**config.mk**
```make
export PLATFORM = sky130hd
export DESIGN_NAME = cfg_write_scheduler_flat
export DESIGN_NICKNAME = d
export VERILOG_FILES = /design/src/rtl/cfg_regs_pkg.sv /design/src/rtl/cfg_write_scheduler_if.sv /design/src/rtl/cfg_write_arbiter.sv /design/src/rtl/cfg_write_scheduler.sv /design/src/flat_wrapper.sv
export SDC_FILE = /design/constraint.sdc
export NUM_CORES = 1
export LEC_CHECK = 0
export BUFFER_PORTS_ARGS = -buffer_cell sky130_fd_sc_hd__buf_2
export CORE_MARGIN = 5
export CORE_UTILIZATION = 54
export CTS_CLUSTER_DIAMETER = 40
export DETAILED_ROUTE_END_ITERATION = 8
export PLACE_DENSITY = 0.91
export SLEW_MARGIN = 30
export SYNTH_ARGS = -nofsm -noshare
export SYNTH_HDL_FRONTEND = slang
export SYNTH_SLANG_ARGS = --single-unit
```
**constraint.sdc**
```tcl
create_clock -name clk -period 5.91 [get_ports clk]
set_input_delay 0.8865 -clock clk [delete_from_list [all_inputs] [get_ports clk]]
set_output_delay 0.8865 -clock clk [all_outputs]
set_load 0.05 [all_outputs]
```
**src/rtl/cfg_regs_pkg.sv**
```systemverilog
// Shared definitions for the PWM/output configuration register file:
// address map, bus widths and the write-request payload.
package cfg_regs_pkg;

    localparam int unsigned DATA_W   = 8;
    localparam int unsigned ADDR_W   = 7;
    localparam int unsigned NUM_REGS = 5;

    localparam logic [ADDR_W-1:0] ADDR_OUT_LO = 7'd0;
    localparam logic [ADDR_W-1:0] ADDR_OUT_HI = 7'd1;
    localparam logic [ADDR_W-1:0] ADDR_PWM_LO = 7'd2;
    localparam logic [ADDR_W-1:0] ADDR_PWM_HI = 7'd3;
    localparam logic [ADDR_W-1:0] ADDR_DUTY   = 7'd4;

    // One register write: address plus data.
    typedef struct packed {
        logic [ADDR_W-1:0] addr;
        logic [DATA_W-1:0] data;
    } wr_req_t;

    // True for an address that maps onto an implemented register.
    function automatic logic addr_in_map(input logic [ADDR_W-1:0] addr);
        return addr < ADDR_W'(NUM_REGS);
    endfunction

endpackage

```
**src/rtl/cfg_write_scheduler_if.sv**
```systemverilog
// Write-port bundle for the config write scheduler.
// Carries the host (SPI-side) and sequencer valid/ready/addr/data handshakes.
//   master : requester side (drives valid/addr/data, receives ready)
//   slave  : scheduler side
interface cfg_write_scheduler_if
    import cfg_regs_pkg::*;
    ();

    logic              host_valid;
    logic              host_ready;
    logic [ADDR_W-1:0] host_addr;
    logic [DATA_W-1:0] host_data;

    logic              seq_valid;
    logic              seq_ready;
    logic [ADDR_W-1:0] seq_addr;
    logic [DATA_W-1:0] seq_data;

    modport master (
        output host_valid, host_addr, host_data,
        output seq_valid, seq_addr, seq_data,
        input  host_ready, seq_ready
    );

    modport slave (
        input  host_valid, host_addr, host_data,
        input  seq_valid, seq_addr, seq_data,
        output host_ready, seq_ready
    );

endinterface

```
**src/rtl/cfg_write_arbiter.sv**
```systemverilog
// Two-port write arbiter: host has priority, but after STARVE_LIMIT
// consecutive host grants with seq waiting, seq is forced a grant.
// Ports:
//   clk, rst_n            clock, async active-low reset
//   host_valid/host_req   host request and payload
//   seq_valid/seq_req     sequencer request and payload
//   host_gnt_c/seq_gnt_c  combinational grants (used as ready)
//   wr_en_c/wr_req_c      combinational write strobe and selected payload
module cfg_write_arbiter
    import cfg_regs_pkg::*;
#(
    parameter int unsigned STARVE_LIMIT = 4
) (
    input  logic    clk,
    input  logic    rst_n,
    input  logic    host_valid,
    input  wr_req_t host_req,
    input  logic    seq_valid,
    input  wr_req_t seq_req,
    output logic    host_gnt_c,
    output logic    seq_gnt_c,
    output logic    wr_en_c,
    output wr_req_t wr_req_c
);

    localparam int unsigned CNT_W = 4;

    logic [CNT_W-1:0] starve_cnt_q;
    logic [CNT_W-1:0] starve_cnt_d;
    logic             starved_c;

    // Grant selection and starvation counter update.
    always_comb begin
        starved_c    = (starve_cnt_q == CNT_W'(STARVE_LIMIT));
        seq_gnt_c    = seq_valid && (!host_valid || starved_c);
        host_gnt_c   = host_valid && !seq_gnt_c;
        wr_en_c      = host_gnt_c || seq_gnt_c;
        wr_req_c     = seq_gnt_c ? seq_req : host_req;
        starve_cnt_d = starve_cnt_q;
        if (!seq_valid || seq_gnt_c) begin
            starve_cnt_d = '0;
        end else if (host_gnt_c && !starved_c) begin
            starve_cnt_d = starve_cnt_q + CNT_W'(1);
        end
    end

    always_ff @(posedge clk or negedge rst_n) begin
        if (!rst_n) begin
            starve_cnt_q <= '0;
        end else begin
            starve_cnt_q <= starve_cnt_d;
        end
    end

endmodule

```
**src/rtl/cfg_write_scheduler.sv**
```systemverilog
// PWM/output configuration register file with scheduled writes.
// Output-enable registers update immediately; PWM registers are staged in
// shadows and committed together on pwm_period_start.
// Ports:
//   clk, rst_n          clock, async active-low reset
//   wr_if (slave)       host/seq write handshakes
//   pwm_period_start    one-cycle pulse at each PWM period start
//   en_reg_*            live register copies (addr 0..3)
//   pwm_duty_cycle      live duty cycle (addr 4)
//   commit_pending      some shadow holds an uncommitted value
//   wr_err              pulse after an accepted write to an unmapped addr
module cfg_write_scheduler
    import cfg_regs_pkg::*;
#(
    parameter int unsigned STARVE_LIMIT = 4,
    parameter bit          SHADOW_EN    = 1'b1
) (
    input  logic              clk,
    input  logic              rst_n,
    cfg_write_scheduler_if.slave wr_if,
    input  logic              pwm_period_start,
    output logic [DATA_W-1:0] en_reg_out_7_0,
    output logic [DATA_W-1:0] en_reg_out_15_8,
    output logic [DATA_W-1:0] en_reg_pwm_7_0,
    output logic [DATA_W-1:0] en_reg_pwm_15_8,
    output logic [DATA_W-1:0] pwm_duty_cycle,
    output logic              commit_pending,
    output logic              wr_err
);

    wr_req_t host_req;
    wr_req_t seq_req;
    wr_req_t wr_req_c;
    logic    wr_en_c;
    logic    host_gnt_c;
    logic    seq_gnt_c;

    assign host_req = '{addr: wr_if.host_addr, data: wr_if.host_data};
    assign seq_req  = '{addr: wr_if.seq_addr,  data: wr_if.seq_data};

    cfg_write_arbiter #(
        .STARVE_LIMIT (STARVE_LIMIT)
    ) u_arb (
        .clk        (clk),
        .rst_n      (rst_n),
        .host_valid (wr_if.host_valid),
        .host_req   (host_req),
        .seq_valid  (wr_if.seq_valid),
        .seq_req    (seq_req),
        .host_gnt_c (host_gnt_c),
        .seq_gnt_c  (seq_gnt_c),
        .wr_en_c    (wr_en_c),
        .wr_req_c   (wr_req_c)
    );

    assign wr_if.host_ready = host_gnt_c;
    assign wr_if.seq_ready  = seq_gnt_c;

    // Live registers, shadows (bit 0 = pwm_lo, 1 = pwm_hi, 2 = duty) and dirty bits.
    logic [DATA_W-1:0] out_lo_q, out_hi_q, pwm_lo_q, pwm_hi_q, duty_q;
    logic [DATA_W-1:0] out_lo_d, out_hi_d, pwm_lo_d, pwm_hi_d, duty_d;
    logic [DATA_W-1:0] sh_lo_q, sh_hi_q, sh_duty_q;
    logic [DATA_W-1:0] sh_lo_d, sh_hi_d, sh_duty_d;
    logic [2:0]        dirty_q, dirty_d;
    logic              pending_q, err_q, err_d;

    // Commit first from pre-edge shadows, then apply the granted write so a
    // write coinciding with a commit lands in its shadow and stays dirty.
    always_comb begin
        out_lo_d  = out_lo_q;
        out_hi_d  = out_hi_q;
        pwm_lo_d  = pwm_lo_q;
        pwm_hi_d  = pwm_hi_q;
        duty_d    = duty_q;
        sh_lo_d   = sh_lo_q;
        sh_hi_d   = sh_hi_q;
        sh_duty_d = sh_duty_q;
        dirty_d   = dirty_q;
        err_d     = wr_en_c && !addr_in_map(wr_req_c.addr);

        if (pwm_period_start) begin
            if (dirty_q[0]) pwm_lo_d = sh_lo_q;
            if (dirty_q[1]) pwm_hi_d = sh_hi_q;
            if (dirty_q[2]) duty_d   = sh_duty_q;
            dirty_d = '0;
        end

        if (wr_en_c) begin
            case (wr_req_c.addr)
                ADDR_OUT_LO: out_lo_d = wr_req_c.data;
                ADDR_OUT_HI: out_hi_d = wr_req_c.data;
                ADDR_PWM_LO: begin
                    if (SHADOW_EN) begin
                        sh_lo_d    = wr_req_c.data;
                        dirty_d[0] = 1'b1;
                    end else begin
                        pwm_lo_d = wr_req_c.data;
                    end
                end
                ADDR_PWM_HI: begin
                    if (SHADOW_EN) begin
                        sh_hi_d    = wr_req_c.data;
                        dirty_d[1] = 1'b1;
                    end else begin
                        pwm_hi_d = wr_req_c.data;
                    end
                end
                ADDR_DUTY: begin
                    if (SHADOW_EN) begin
                        sh_duty_d  = wr_req_c.data;
                        dirty_d[2] = 1'b1;
                    end else begin
                        duty_d = wr_req_c.data;
                    end
                end
                default: ;
            endcase
        end
    end

    always_ff @(posedge clk or negedge rst_n) begin
        if (!rst_n) begin
            out_lo_q  <= '0;
            out_hi_q  <= '0;
            pwm_lo_q  <= '0;
            pwm_hi_q  <= '0;
            duty_q    <= '0;
            sh_lo_q   <= '0;
            sh_hi_q   <= '0;
            sh_duty_q <= '0;
            dirty_q   <= '0;
            pending_q <= 1'b0;
            err_q     <= 1'b0;
        end else begin
            out_lo_q  <= out_lo_d;
            out_hi_q  <= out_hi_d;
            pwm_lo_q  <= pwm_lo_d;
            pwm_hi_q  <= pwm_hi_d;
            duty_q    <= duty_d;
            sh_lo_q   <= sh_lo_d;
            sh_hi_q   <= sh_hi_d;
            sh_duty_q <= sh_duty_d;
            dirty_q   <= dirty_d;
            pending_q <= |dirty_d;
            err_q     <= err_d;
        end
    end

    assign en_reg_out_7_0  = out_lo_q;
    assign en_reg_out_15_8 = out_hi_q;
    assign en_reg_pwm_7_0  = pwm_lo_q;
    assign en_reg_pwm_15_8 = pwm_hi_q;
    assign pwm_duty_cycle  = duty_q;
    assign commit_pending  = pending_q;
    assign wr_err          = err_q;

endmodule

```
**src/flat_wrapper.sv**
```systemverilog
// flat-port wrapper written by rule: the top's interface ports become plain ports
module cfg_write_scheduler_flat import cfg_regs_pkg::*;
#(
    parameter int unsigned STARVE_LIMIT = 4,
    parameter bit          SHADOW_EN    = 1'b1
)
  (clk, rst_n, pwm_period_start, en_reg_out_7_0, en_reg_out_15_8, en_reg_pwm_7_0, en_reg_pwm_15_8, pwm_duty_cycle, commit_pending, wr_err, wr_if_host_valid, wr_if_host_addr, wr_if_host_data, wr_if_seq_valid, wr_if_seq_addr, wr_if_seq_data, wr_if_host_ready, wr_if_seq_ready);
  cfg_write_scheduler_if wr_if_i ();
  input  logic clk;
  input  logic rst_n;
  input  logic pwm_period_start;
  output logic [DATA_W-1:0] en_reg_out_7_0;
  output logic [DATA_W-1:0] en_reg_out_15_8;
  output logic [DATA_W-1:0] en_reg_pwm_7_0;
  output logic [DATA_W-1:0] en_reg_pwm_15_8;
  output logic [DATA_W-1:0] pwm_duty_cycle;
  output logic commit_pending;
  output logic wr_err;
  input wire logic [$bits(wr_if_i.host_valid)-1:0] wr_if_host_valid;
  input wire logic [$bits(wr_if_i.host_addr)-1:0] wr_if_host_addr;
  input wire logic [$bits(wr_if_i.host_data)-1:0] wr_if_host_data;
  input wire logic [$bits(wr_if_i.seq_valid)-1:0] wr_if_seq_valid;
  input wire logic [$bits(wr_if_i.seq_addr)-1:0] wr_if_seq_addr;
  input wire logic [$bits(wr_if_i.seq_data)-1:0] wr_if_seq_data;
  output wire logic [$bits(wr_if_i.host_ready)-1:0] wr_if_host_ready;
  output wire logic [$bits(wr_if_i.seq_ready)-1:0] wr_if_seq_ready;
  assign wr_if_i.host_valid = wr_if_host_valid;
  assign wr_if_i.host_addr = wr_if_host_addr;
  assign wr_if_i.host_data = wr_if_host_data;
  assign wr_if_i.seq_valid = wr_if_seq_valid;
  assign wr_if_i.seq_addr = wr_if_seq_addr;
  assign wr_if_i.seq_data = wr_if_seq_data;
  assign wr_if_host_ready = wr_if_i.host_ready;
  assign wr_if_seq_ready = wr_if_i.seq_ready;
  cfg_write_scheduler #(.STARVE_LIMIT(STARVE_LIMIT), .SHADOW_EN(SHADOW_EN)) u_core (.clk(clk), .rst_n(rst_n), .wr_if(wr_if_i), .pwm_period_start(pwm_period_start), .en_reg_out_7_0(en_reg_out_7_0), .en_reg_out_15_8(en_reg_out_15_8), .en_reg_pwm_7_0(en_reg_pwm_7_0), .en_reg_pwm_15_8(en_reg_pwm_15_8), .pwm_duty_cycle(pwm_duty_cycle), .commit_pending(commit_pending), .wr_err(wr_err));
endmodule
```
## Word level (Yosys, flattened, before mapping)

Index checks and enable logic that the tools add are counted.

- Bits in registers: 73
- Latch bits: 0
- Bits in writable memories: 0
- ROM bits: 0
- Input bits: 35
- Memories: 0

- $add $sub $neg: 1
- Multiply operators: 0
- Divide/modulo/power cells: 0
- $lt $le $gt $ge: 1
- Equal/unequal tests: 5
- Shift-type cells: 0
- Multiplexer cells: 8
- Bitwise operators: 0
- Reductions and logical operators: 23

Operators by type and width:

| operator | count |
|---|---|
| AND reduction 2 bit | 8 |
| 2-to-1 mux 15 bit | 1 |
| equality test 7 x 2 -> 1 bit (second input constant) | 2 |
| 2-to-1 mux 4 bit | 2 |
| equality test 7 x 1 -> 1 bit (second input constant) | 1 |
| equality test 7 x 3 -> 1 bit (second input constant) | 1 |
| zero test 7 bit | 1 |
| < comparator 7 x 3 -> 1 bit (second input constant) | 1 |
| 2-to-1 mux 3 bit | 2 |
| zero test 1 bit | 5 |
| adder 4 x 1 -> 4 bit (second input constant) | 1 |
| equality test 4 x 3 -> 1 bit (second input constant) | 1 |
| logical AND 1 bit | 4 |
| logical OR 1 bit | 3 |
| 2-to-1 mux 1 bit | 3 |
| OR reduction 3 bit | 1 |
| nonzero test 2 bit | 1 |

## Longest topological paths before layout

Gate-level depths: netlist (run 1).

- Word-level depth: 8
- Depth in mapped cells: 7
- Mapped depth without buffers: 7

## By module

From an unflattened synthesis (run 1), not the netlist that was laid out.

- Cells, all modules: 196
- Area, all modules: 3,086.7 um2

Modules (own cells, without submodules):

| module | times used | cells an instance | area each (um2) |
|---|---|---|---|
| cfg_write_scheduler | 1 | 159 | 2,637.5 |
| cfg_write_arbiter | 1 | 37 | 449.2 |

## Worst setup path after synthesis (run 1)

No wires, ideal clock.

- Kind: input -> output
- Start: input port wr_if_seq_valid
- End: output port wr_if_seq_ready
- Arrival time: 1,695 ps
- Setup slack: 3,329 ps
- Stages: 4
- Path buffers: 2
- Cells stage by stage: buf_2 inv_1 a21oi_4 buf_4

- Longest elaborated chain between the ends: 1

RTL lines:

| element | RTL line | source |
|---|---|---|
| from (decl) | flat_wrapper.sv:22 | `input wire logic [$bits(wr_if_i.seq_valid)-1:0] wr_if_seq_valid;` |
| logical AND 1 bit | cfg_write_arbiter.sv:35 | `seq_gnt_c = seq_valid && (!host_valid \|\| starved_c);` |
| to (decl) | flat_wrapper.sv:26 | `output wire logic [$bits(wr_if_i.seq_ready)-1:0] wr_if_seq_ready;` |

No other way between the ends.

## Final worst setup path (run 1)

- Start: register u_core.u_arb.starve_cnt_q[0]
- End: output port wr_if_seq_ready

- Longest elaborated chain between the ends: 3

RTL lines:

| element | RTL line | source |
|---|---|---|
| from (decl) | cfg_write_arbiter.sv:28 | `logic [CNT_W-1:0] starve_cnt_q;` |
| from (signal assigned) | cfg_write_arbiter.sv:51 | `starve_cnt_q <= starve_cnt_d;` |
| equality test 4 x 3 -> 1 bit | cfg_write_arbiter.sv:34 | `starved_c = (starve_cnt_q == CNT_W'(STARVE_LIMIT));` |
| logical OR 1 bit | cfg_write_arbiter.sv:35 |  |
| logical AND 1 bit | cfg_write_arbiter.sv:35 |  |

No other way between the ends.

==> results.sh, run 1 <==
export IMPL_status="finished clean"
export IMPL_cts_sinks=73
export IMPL_yosys_area_share_simple_pct=8.27
export IMPL_fmax_ghz=0.338
export IMPL_routed_wl_um=6640
export IMPL_period_minus_slack_ns=2.96
export IMPL_r2r_start="u_core.u_arb.starve_cnt_q[0]"
export IMPL_setup_viol=0
export IMPL_cts_resized=0
export IMPL_p_comb_share_pct=16.8
export IMPL_drc_errors=0
export IMPL_ios=79
export IMPL_gp_routability_congestion=0.847
export IMPL_dr_pass1_iters=6
export IMPL_synth_warnings=0
export IMPL_numCtsBuffers=9
export IMPL_die_area_mm2=0.00739
export IMPL_grt_pass1_vias=2215
export IMPL_coreArea_mm2=0.00557
export IMPL_die_w_um=86.0
export IMPL_cp_end_kind="output port"
export IMPL_crit_arrival_ns=2.07
export IMPL_hold_end="u_core.en_reg_out_15_8[6]"
export IMPL_cp_max_fo=19
export IMPL_grt_max_degree=74
export IMPL_regArea_mm2=0.00183
export IMPL_syn_area_mm2=0.00312
export IMPL_area_growth_pct=22.0
export IMPL_path_clk_slew_ns=0.08
export IMPL_p_leak_uw=0.00205
export IMPL_cp_buffers_inverters=2
export IMPL_cts_root_buffer="clkbuf_8"
export IMPL_max_stage_delay_ns=0.55
export IMPL_slew_headroom_pct=57.8
export IMPL_cts_tree="yes"
export IMPL_synthCells=204
export IMPL_rsz0062_at_grt="no"
export IMPL_num_rows=27
export IMPL_synth_compound_area_share_pct=3.97
export IMPL_synth_fa_ha_area_share_pct=0.803
export IMPL_power_density_mw_per_mm2=310
export IMPL_portBuffers=78
export IMPL_synth_top_family_by_area="multiplexers"
export IMPL_p_switching_uw=336
export IMPL_crit_type="reg -> out"
export IMPL_cp_slowest_cell="a21oi_4"
export IMPL_syn_nets=241
export IMPL_p_seq_share_pct=47.9
export IMPL_tightest_slew_ns=0.632
export IMPL_vdd_drop_max_v=0.000248
export IMPL_vias=2019
export IMPL_holdBufCountCts=0
export IMPL_n_antenna_cell=0
export IMPL_drtIter0Drc=103
export IMPL_final_common_cell="buf_2"
export IMPL_n_fill_cell=400
export IMPL_synth_cell_type_count=37
export IMPL_min_delay_path_class="reg -> reg"
export IMPL_dieHeight_um=86.0
export IMPL_fin_crit_sh_pct=50.0
export IMPL_insertion_delay_ns=0.34
export IMPL_worstReg2RegEnd="u_core.en_reg_out_7_0[4]"
export IMPL_ff2ff_setup_slack_ns=3.44
export IMPL_cap_violations=0
export IMPL_grt_pass1_wl_um=11000
export IMPL_final_cell_mix="78 x buf_2, 73 x dfrtp_1, 69 x mux2_2, 9 x clkbuf_8, 8 x nor2_1"
export IMPL_skew_ns=0.00949
export IMPL_ys_ff_latch=73
export IMPL_wl_per_cell_um=18.0
export IMPL_grt_ovfl_total=0
export IMPL_clkPwrFrac_pct=35.3
export IMPL_clock_path_buffers=2
export IMPL_final_hold_viol_count=0
export IMPL_synth_top_area_share_pct=58.6
export IMPL_swShare_pct=28.5
export IMPL_antenna_found_initial=0
export IMPL_initial_core_util_pct=55.9
export IMPL_path_cells="inv_1 -> ha_1 -> nand3b_4 -> a21oi_4 -> buf_2"
export IMPL_htreeDepth=3
export IMPL_layout_nets=328
export IMPL_synth_seq_area_share_pct=58.6
export IMPL_critical_path_top_delay_family="compound AO/OA/AOI/OAI gates"
export IMPL_cts_setup_buffers=0
export IMPL_whs_path_depth=1
export IMPL_grt_use_total_pct=19.3
export IMPL_fin_tns_setup_ns=0
export IMPL_p_int_uw=844
export IMPL_avgViaCountPerCell=5.49
export IMPL_hold_slack_ns=0.501
export IMPL_syn_area_per_cell_um2=15.3
export IMPL_multi_input_area_mm2=0.00125
export IMPL_dp_hpwl_um=4790
export IMPL_synthMuxAreaShare_pct=26.5
export IMPL_ff2ff_path_depth=7
export IMPL_drive_gt1_share_pct=59.1
export IMPL_maxSlewViolCount=0
export IMPL_postRouteAntennaNets=0
export IMPL_synth_xor_area_share_pct=0.562
export IMPL_worst_setup_path_start_kind="flop"
export IMPL_yosysTopAreaCell="dfrtp_1"
export IMPL_crit_required_ns=5.02
export IMPL_synth_area_leaders="dfrtp_1 59%, mux2_2 25%, mux2_1 1.1%, nor2_1 0.96%, ha_1 0.80%"
export IMPL_min_from="u_core.en_reg_out_15_8[6]"
synth_stat cells:
master and n:
dfrtp_1 73, mux2_2 69, nor2_1 8, inv_1 6, nand2_1 4, mux2_1 3
o21ai_0 3, a21o_1 2, and4b_1 2, buf_2 2, ha_1 2, nand3_1 2
nand4_1 2, nand4b_1 2, o22ai_2 2, a21oi_4 1, a311oi_1 1, and3_1 1
buf_4 1, mux2_4 1, nand2_2 1, nand2b_1 1, nand2b_2 1, nand3b_4 1
nor2_8 1, nor2b_1 1, nor4_1 1, nor4_2 1, nor4_4 1, nor4b_2 1
nor4b_4 1, o2111ai_1 1, o21a_1 1, o22ai_4 1, o31ai_1 1, xnor2_1 1
xor2_1 1
per-stage QoR:
stage                     power (uW)  util (%)  cells  worst slack [ns]  instance area, um2
final                           1180      68.2    368              2.95                3800
after global routing            1230      68.2    368              2.84                3800
after CTS                       1190      68.1    368              2.94                3800
after detailed placement         773      64.4    352              2.98                3590
after global placement           765      64.4    352              3.03                3590
after floorplan                  707         -    204              3.33                3120
worst reg2reg max path: stages (launching register included):
cell	delay [ns]
dfrtp_1	0.42
inv_1	0.08
ha_1	0.19
nand3b_4	0.11
a21oi_4	0.55
nor4_1	0.13
o22ai_2	0.46
mux2_2	0.42
cell type report:
cell class              instances  share of cell area, %
clock buffers                  11                   3.46
clock inverters                 5                   2.11
inverters                       6                  0.592
multi-input cells             122                   32.9
flip-flops and latches         73                   48.0
well taps                      72                   2.37
repair buffers                 79                   10.6
registers in the layout (all words and copies together) (netlist names), 3 cells and up:
signal / count
u_core.sh_lo_q: 8
u_core.dirty_q: 3
u_core.sh_duty_q: 8
u_core.pwm_duty_cycle: 8
u_core.en_reg_out_15_8: 8
u_core.en_reg_pwm_7_0: 8
u_core.en_reg_pwm_15_8: 8
u_core.en_reg_out_7_0: 8
u_core.sh_hi_q: 8
u_core.u_arb.starve_cnt_q: 4
power groups by stage:
stage                     sequential [uW]  clock, uW  combinational [uW]
after floorplan                       646          0                60.4
after global placement                572          0                 193
after detailed placement              575          0                 199
after CTS                             565        424                 200
after global routing                  571        453                 210
final                                 565        416                 198
layer usage:
| layer | vias up | GRT usage (%) | part of all wire [%] |
|---|---|---|---|
| li1 | 920 | - | - |
| met1 | 1011 | 23.7 | 41 |
| met2 | 79 | 32.0 | 49 |
| met3 | 9 | 5.76 | 8.2 |
| met4 | 0 | 7.77 | 1.7 |
| met5 | - | 0 | 0 |
cell families (layout without fill, tap and decap cells):
group | count (synthesis) | count (layout)
multiplexers | 73 | 73
flip-flops | 73 | 73
AND/OR/NAND/NOR | 32 | 32
AO/OA/AOI/OAI | 13 | 13
buffers and inverters | 9 | 101
adder cells (fa/ha/maj) | 2 | 2
XOR/XNOR | 2 | 2
how the worst max path moves through the flow:
stage	slack [ns]	end	from	cells past startpoint
3_5_place_dp	2.98	wr_if_seq_ready	wr_if_seq_valid	4
4_1_cts	2.94	wr_if_seq_ready	u_core.u_arb.starve_cnt_q[0]	5
2_1_floorplan	3.33	wr_if_seq_ready	wr_if_seq_valid	4
5_1_grt	2.84	wr_if_seq_ready	u_core.u_arb.starve_cnt_q[0]	5
3_3_place_gp	3.03	wr_if_seq_ready	wr_if_seq_valid	4
6_report	2.95	wr_if_seq_ready	u_core.u_arb.starve_cnt_q[0]	5
No activity file was read; power rests on OpenSTA's default activity.
==> inputs of run 2 (changes only) <==
--- a/config.mk
+++ b/config.mk
@@ -7,10 +7,10 @@
 export LEC_CHECK = 0
 export BUFFER_PORTS_ARGS = -buffer_cell sky130_fd_sc_hd__buf_2
 export CORE_MARGIN = 5
-export CORE_UTILIZATION = 54
+export CORE_UTILIZATION = 47
 export CTS_CLUSTER_DIAMETER = 40
 export DETAILED_ROUTE_END_ITERATION = 8
-export PLACE_DENSITY = 0.91
+export PLACE_DENSITY = 0.85
 export SLEW_MARGIN = 30
 export SYNTH_ARGS = -nofsm -noshare
 export SYNTH_HDL_FRONTEND = slang
==> constraint.sdc (replaced) <==
create_clock -name clk -period 2.6 [get_ports clk]
set_input_delay 0.39 -clock clk [delete_from_list [all_inputs] [get_ports clk]]
set_output_delay 0.39 -clock clk [all_outputs]
set_load 0.05 [all_outputs]
==> run 2 against run 1 <==
  * Routed wire length is 0.60% higher
  * Critical path type unchanged
  * Sequential power is 130% higher
  * Critical path depth is 1 higher
  * First-iteration DRC count is 33% lower
  * Largest power group unchanged
  * Cell count is 1.4% higher
==> results.sh, run 2 (same netlist as run 1, synthesis figures left out) <==
export IMPL_status="finished clean"
export IMPL_wl_per_cell_um=17.9
export IMPL_n_antenna_cell=0
export IMPL_rsz0062_at_grt="no"
export IMPL_p_seq_share_pct=50.3
export IMPL_initial_core_util_pct=48.8
export IMPL_grt_ovfl_total=0
export IMPL_p_int_uw=1810
export IMPL_portBuffers=78
export IMPL_tightest_slew_ns=0.644
export IMPL_fin_crit_sh_pct=90.8
export IMPL_area_growth_pct=21.6
export IMPL_grt_use_total_pct=17.2
export IMPL_vdd_drop_max_v=0.000437
export IMPL_p_leak_uw=0.00205
export IMPL_swShare_pct=29.1
export IMPL_fin_tns_setup_ns=0
export IMPL_avgViaCountPerCell=5.39
export IMPL_crit_required_ns=2.21
export IMPL_grt_pass1_wl_um=11300
export IMPL_routed_wl_um=6680
export IMPL_power_density_mw_per_mm2=676
export IMPL_dp_hpwl_um=5010
export IMPL_drc_errors=0
export IMPL_layout_nets=329
export IMPL_die_area_mm2=0.00836
export IMPL_grt_pass1_vias=2193
export IMPL_cp_slowest_cell="dfrtp_1"
export IMPL_final_hold_viol_count=0
export IMPL_cp_end_kind="output port"
export IMPL_cts_setup_buffers=0
export IMPL_gp_routability_congestion=0.874
export IMPL_cp_max_fo=13
export IMPL_hold_slack_ns=0.0701
export IMPL_cts_tree="yes"
export IMPL_p_comb_share_pct=17.7
export IMPL_vias=2011
export IMPL_setup_viol=0
export IMPL_dieHeight_um=91.4
export IMPL_clkPwrFrac_pct=32.1
export IMPL_coreArea_mm2=0.00639
export IMPL_drive_gt1_share_pct=59.1
export IMPL_antenna_found_initial=0
export IMPL_drtIter0Drc=69
export IMPL_cap_violations=0
export IMPL_holdBufCountCts=0
export IMPL_cts_sinks=73
export IMPL_final_common_cell="buf_2"
export IMPL_skew_ns=0.00530
export IMPL_total_power_uw=2560
export IMPL_clock_path_buffers=2
export IMPL_numCtsBuffers=9
export IMPL_ios=79
export IMPL_path_clk_slew_ns=0.07
export IMPL_grt_max_degree=48
export IMPL_max_stage_delay_ns=0.41
export IMPL_period_minus_slack_ns=2.36
export IMPL_cts_root_buffer="clkbuf_8"
export IMPL_num_rows=29
export IMPL_crit_arrival_ns=1.97
export IMPL_cts_resized=0
export IMPL_maxSlewViolCount=0
export IMPL_crit_type="reg -> out"
export IMPL_die_w_um=91.4
export IMPL_min_delay_path_class="in -> async"
export IMPL_path_cells="inv_1 -> ha_1 -> nand3b_4 -> a21oi_4 -> buf_4 -> buf_2"
export IMPL_p_switching_uw=746
export IMPL_fmax_ghz=0.423
export IMPL_slew_headroom_pct=57.1
export IMPL_htreeDepth=3
export IMPL_final_cell_mix="78 x buf_2, 73 x dfrtp_1, 69 x mux2_2, 9 x clkbuf_8, 8 x nor2_1"
export IMPL_insertion_delay_ns=0.34
export IMPL_dr_pass1_iters=4
export IMPL_postRouteAntennaNets=0
export IMPL_worst_setup_path_start_kind="flop"
## run 2: cell count changes in the layout (fill, tap and decap cells not counted)
| cell | delta |
|---|---|
| clkinv_2 | +2 |
| clkinvlp_4 | -2 |
| buf_12 | +1 |
| buf_4 | +1 |
| buf_6 | -1 |
| bufinv_16 | -1 |
## run 2: per-stage QoR
stage / utilization, % / area, um2 / instances / setup slack [ns]
finish: 59.3 / 3790 / 373 / 0.238
global route: 59.3 / 3790 / 373 / 0.134
CTS: 59.3 / 3790 / 373 / 0.213
detailed placement: 56.6 / 3610 / 358 / 0.379
global placement: 56.6 / 3610 / 358 / 0.466
floorplan: - / 3120 / 204 / 0.504
## run 2: path summary, 6_finish.rpt
path,cells past startpoint,end,start,slack [ns]
min in group clk,2,u_core.dirty_q[0],pwm_period_start,0.33
worst max-delay path,6,wr_if_seq_ready,u_core.u_arb.starve_cnt_q[0],0.24
worst min-delay path,1,u_core.sh_hi_q[5],rst_n,0.07
worst max register to register,8,u_core.en_reg_out_15_8[6],u_core.u_arb.starve_cnt_q[0],0.36
max in group asynchronous,2,u_core.en_reg_out_7_0[6],rst_n,1.86
worst min register to register,1,u_core.u_arb.starve_cnt_q[0],u_core.u_arb.starve_cnt_q[0],0.49
## run 2: area by class of cell
type	count	area, um2
multi-input cells	122	1250
clock buffers	11	131
fillers	520	2600
clock inverters	4	45.0
inverters	6	22.5
repair buffers	80	418
well taps	77	96.3
flip-flops and latches	73	1830
## run 2: per-layer routing
layer,track usage [%],share of wire [%],vias up
met2,27.3,48,79
met1,22.2,43,1012
met4,4.40,0.64,0
met3,6.69,8.1,4
li1,-,-,916
met5,0,0,-
## run 2: power by group through the flow
stage	clock, uW	combinational [uW]	sequential (uW)
after floorplan	0	137	1470
after global placement	0	446	1300
after detailed placement	0	458	1310
after CTS	840	459	1290
after global routing	892	484	1300
final	821	452	1290
## run 2: worst max-delay path: cells and delay by family, from the launching register on
| kind | cells | cell delay, ns |
|---|---|---|
| AO/OA/AOI/OAI | 1 | 0.30 |
| adder cells (fa/ha/maj) | 1 | 0.18 |
| AND/OR/NAND/NOR | 1 | 0.11 |
| flip-flops | 1 | 0.41 |
| buffers and inverters | 3 | 0.63 |
==> inputs of run 3 (changes only) <==
--- a/config.mk
+++ b/config.mk
@@ -5,10 +5,12 @@
 export SDC_FILE = /design/constraint.sdc
 export NUM_CORES = 1
 export LEC_CHECK = 0
+export ABC_AREA = 1
 export BUFFER_PORTS_ARGS = -buffer_cell sky130_fd_sc_hd__buf_2
 export CORE_MARGIN = 5
-export CORE_UTILIZATION = 47
+export CORE_UTILIZATION = 48
 export CTS_CLUSTER_DIAMETER = 40
+export CTS_CLUSTER_SIZE = 24
 export DETAILED_ROUTE_END_ITERATION = 8
 export PLACE_DENSITY = 0.85
 export SLEW_MARGIN = 30
==> run 3 against run 2 <==
  * Critical path depth grew 1
  * Global-route usage shrank 0.62 points
  * Power grew 7.6%
  * Cell count increased by 33%
  * Hold slack worse by 0.0032 ns
  * Utilization decreased by 0.17 points
  * Area after synthesis increased by 7.5%
  * Non-clock buffer count unchanged
  * Die area rose by 4.7%
  * First-iteration DRC count up 36%
  * Routed wire length about the same
  * Flip-flop and latch count is the same
  * Critical path type unchanged
  * Critical endpoint unchanged
  * Highest routed layer unchanged
==> results.sh, run 3 <==
export IMPL_status="finished clean"
export IMPL_routed_wl_um=6680
export IMPL_grt_pass1_vias=2370
export IMPL_insertion_delay_ns=0.34
export IMPL_cts_sinks=73
export IMPL_postRouteAntennaNets=0
export IMPL_final_common_cell="buf_2"
export IMPL_layout_nets=434
export IMPL_final_cell_mix="78 x buf_2, 73 x dfrtp_1, 57 x nand2_1, 40 x o21ai_2, 38 x inv_1"
export IMPL_drtIter0Drc=94
export IMPL_worst_setup_path_start_kind="flop"
export IMPL_p_comb_share_pct=20.0
export IMPL_drc_errors=0
export IMPL_rsz0062_at_grt="no"
export IMPL_async_flop_share_pct=100
export IMPL_synth_area_leaders="dfrtp_1 55%, o21ai_2 10%, mux2_2 8.1%, nand2_1 6.4%, inv_1 4.3%"
export IMPL_wl_per_cell_um=13.4
export IMPL_synth_warnings=0
export IMPL_grt_ovfl_total=0
export IMPL_dr_pass1_iters=4
export IMPL_regArea_mm2=0.00183
export IMPL_power_density_mw_per_mm2=686
export IMPL_crit_required_ns=2.21
export IMPL_vdd_drop_max_v=0.000287
export IMPL_p_leak_uw=0.00222
export IMPL_dpl_instance_area_mm2=0.00382
export IMPL_cp_end_kind="output port"
export IMPL_fin_tns_setup_ns=0
export IMPL_antenna_found_initial=0
export IMPL_yosysTopAreaCell="dfrtp_1"
export IMPL_min_delay_path_class="in -> async"
export IMPL_dp_hpwl_um=4960
export IMPL_cts_setup_buffers=0
export IMPL_synth_top_area_share_pct=54.5
export IMPL_p_seq_share_pct=47.3
export IMPL_cts_root_buffer="clkbuf_8"
export IMPL_n_antenna_cell=0
export IMPL_path_clk_slew_ns=0.07
export IMPL_numCtsBuffers=9
export IMPL_clkPwrFrac_pct=32.7
export IMPL_portBuffers=78
export IMPL_synth_main_ff_cell="dfrtp_1"
export IMPL_cts_tree="yes"
export IMPL_period_minus_slack_ns=2.23
export IMPL_tightest_slew_ns=0.524
export IMPL_clock_path_buffers=2
export IMPL_vias=2367
export IMPL_initial_core_util_pct=49.3
export IMPL_p_switching_uw=864
export IMPL_synth_cell_type_count=24
export IMPL_n_fill_cell=561
export IMPL_grt_use_total_pct=16.6
export IMPL_synthCells=313
export IMPL_gp_routability_congestion=0.867
export IMPL_fin_crit_sh_pct=85.6
export IMPL_ios=79
export IMPL_cap_violations=0
export IMPL_slew_headroom_pct=65.1
export IMPL_yosysMostFrequentCell="dfrtp_1"
export IMPL_p_int_uw=1890
export IMPL_cts_resized=0
export IMPL_die_w_um=93.6
export IMPL_holdBufCountCts=0
export IMPL_cp_max_fo=15
export IMPL_area_growth_pct=20.0
export IMPL_maxSlewViolCount=0
export IMPL_htreeDepth=3
export IMPL_grt_pass1_wl_um=11200
export IMPL_synth_common_cells="73 x dfrtp_1, 57 x nand2_1, 40 x o21ai_2"
export IMPL_final_area_mm2=0.00402
export IMPL_syn_area_per_cell_um2=10.7
export IMPL_dieHeight_um=93.6
export IMPL_syn_area_mm2=0.00335
export IMPL_swShare_pct=31.4
export IMPL_syn_nets=350
export IMPL_avgViaCountPerCell=4.76
export IMPL_coreArea_mm2=0.00679
export IMPL_skew_ns=0.0115
export IMPL_total_power_uw=2760
export IMPL_ys_ff_latch=73
export IMPL_drive_gt1_share_pct=46.1
export IMPL_synth_edf_count=0
export IMPL_setup_viol=0
export IMPL_multi_input_area_mm2=0.00129
export IMPL_fmax_ghz=0.449
export IMPL_crit_arrival_ns=1.84
export IMPL_grt_max_degree=74
export IMPL_crit_type="reg -> out"
export IMPL_die_area_mm2=0.00875
export IMPL_synth_seq_area_share_pct=54.5
export IMPL_final_hold_viol_count=0
export IMPL_num_rows=30
-- run 3: cell types whose count changed in the layout (fill, tap and decap cells not counted), sizes merged, moves of 11 or more --
cell	previous run	this run
nand2	5	73
nand3	2	18
mux2	73	24
inv	6	43
nor2	9	20
o21ai	3	41
-- run 3: routing by layer --
metal	up-vias	track usage, %	routed length (um)
met5	-	0	0
met4	0	4.93	104
met3	10	5.39	457
met2	72	27.5	3250
met1	1117	20.9	2860
li1	1168	-	-
-- run 3: through the flow --
stage | util [%] | cells | setup slack [ns] | hold WS [ns]
floorplan | - | 313 | 0.368 | 0.0944
detailed placement | 56.2 | 482 | 0.563 | 0.445
finish | 59.2 | 497 | 0.374 | 0.0669
CTS | 59.2 | 497 | 0.341 | 0.0699
global placement | 56.2 | 482 | 0.685 | 0.443
global route | 59.2 | 497 | 0.243 | 0.0724
-- run 3: cell families (layout without fill, tap and decap cells) --
| logic type | after synthesis | in the layout | synth area share [%] |
|---|---|---|---|
| flip-flops | 73 | 73 | 54.5 |
| AO/OA/AOI/OAI | 43 | 43 | 10.9 |
| AND/OR/NAND/NOR | 120 | 120 | 18.4 |
| buffers and inverters | 49 | 137 | 6.83 |
| XOR/XNOR | 2 | 2 | 0.523 |
| multiplexers | 24 | 24 | 8.07 |
| adder cells (fa/ha/maj) | 2 | 2 | 0.747 |
-- run 3: layout make-up --
| class | count | share of cell area (%) |
|---|---|---|
| flip-flops and latches | 73 | 45.4 |
| multi-input cells | 191 | 32.2 |
| repair buffers | 80 | 10.4 |
| inverters | 42 | 3.92 |
| clock buffers | 11 | 3.77 |
| well taps | 96 | 2.99 |
| clock inverters | 4 | 1.28 |
-- run 3: path summary, 6_finish.rpt --
kind | start | to | slack (ns) | cells after the start
worst max-delay path | u_core.u_arb.starve_cnt_q[0] | wr_if_seq_ready | 0.37 | 7
worst min-delay path | rst_n | u_core.pwm_duty_cycle[2] | 0.07 | 2
worst max register to register | u_core.u_arb.starve_cnt_q[0] | u_core.sh_lo_q[5] | 0.55 | 12
worst min register to register | u_core.sh_hi_q[4] | u_core.sh_hi_q[4] | 0.49 | 2
max in group asynchronous | rst_n | u_core.sh_duty_q[3] | 2.24 | 2
min in group clk | wr_if_host_valid | u_core.wr_err | 0.42 | 3
-- run 3: critical path, cell delays in order, from the launching register on --
cell and delay [ns]:
dfrtp_1 0.41, inv_1 0.07, ha_1 0.16, nand3_2 0.10
nand2_4 0.10, nand2_4 0.11, inv_2 0.21, buf_2 0.31
-- run 3: power by group through the flow --
stage / logic [uW] / registers, uW / clock network [uW]
after detailed placement: 558 / 1330 / 0
after global routing: 600 / 1320 / 972
after floorplan: 219 / 1500 / 0
after global placement: 543 / 1320 / 0
final: 552 / 1300 / 900
after CTS: 560 / 1310 / 918
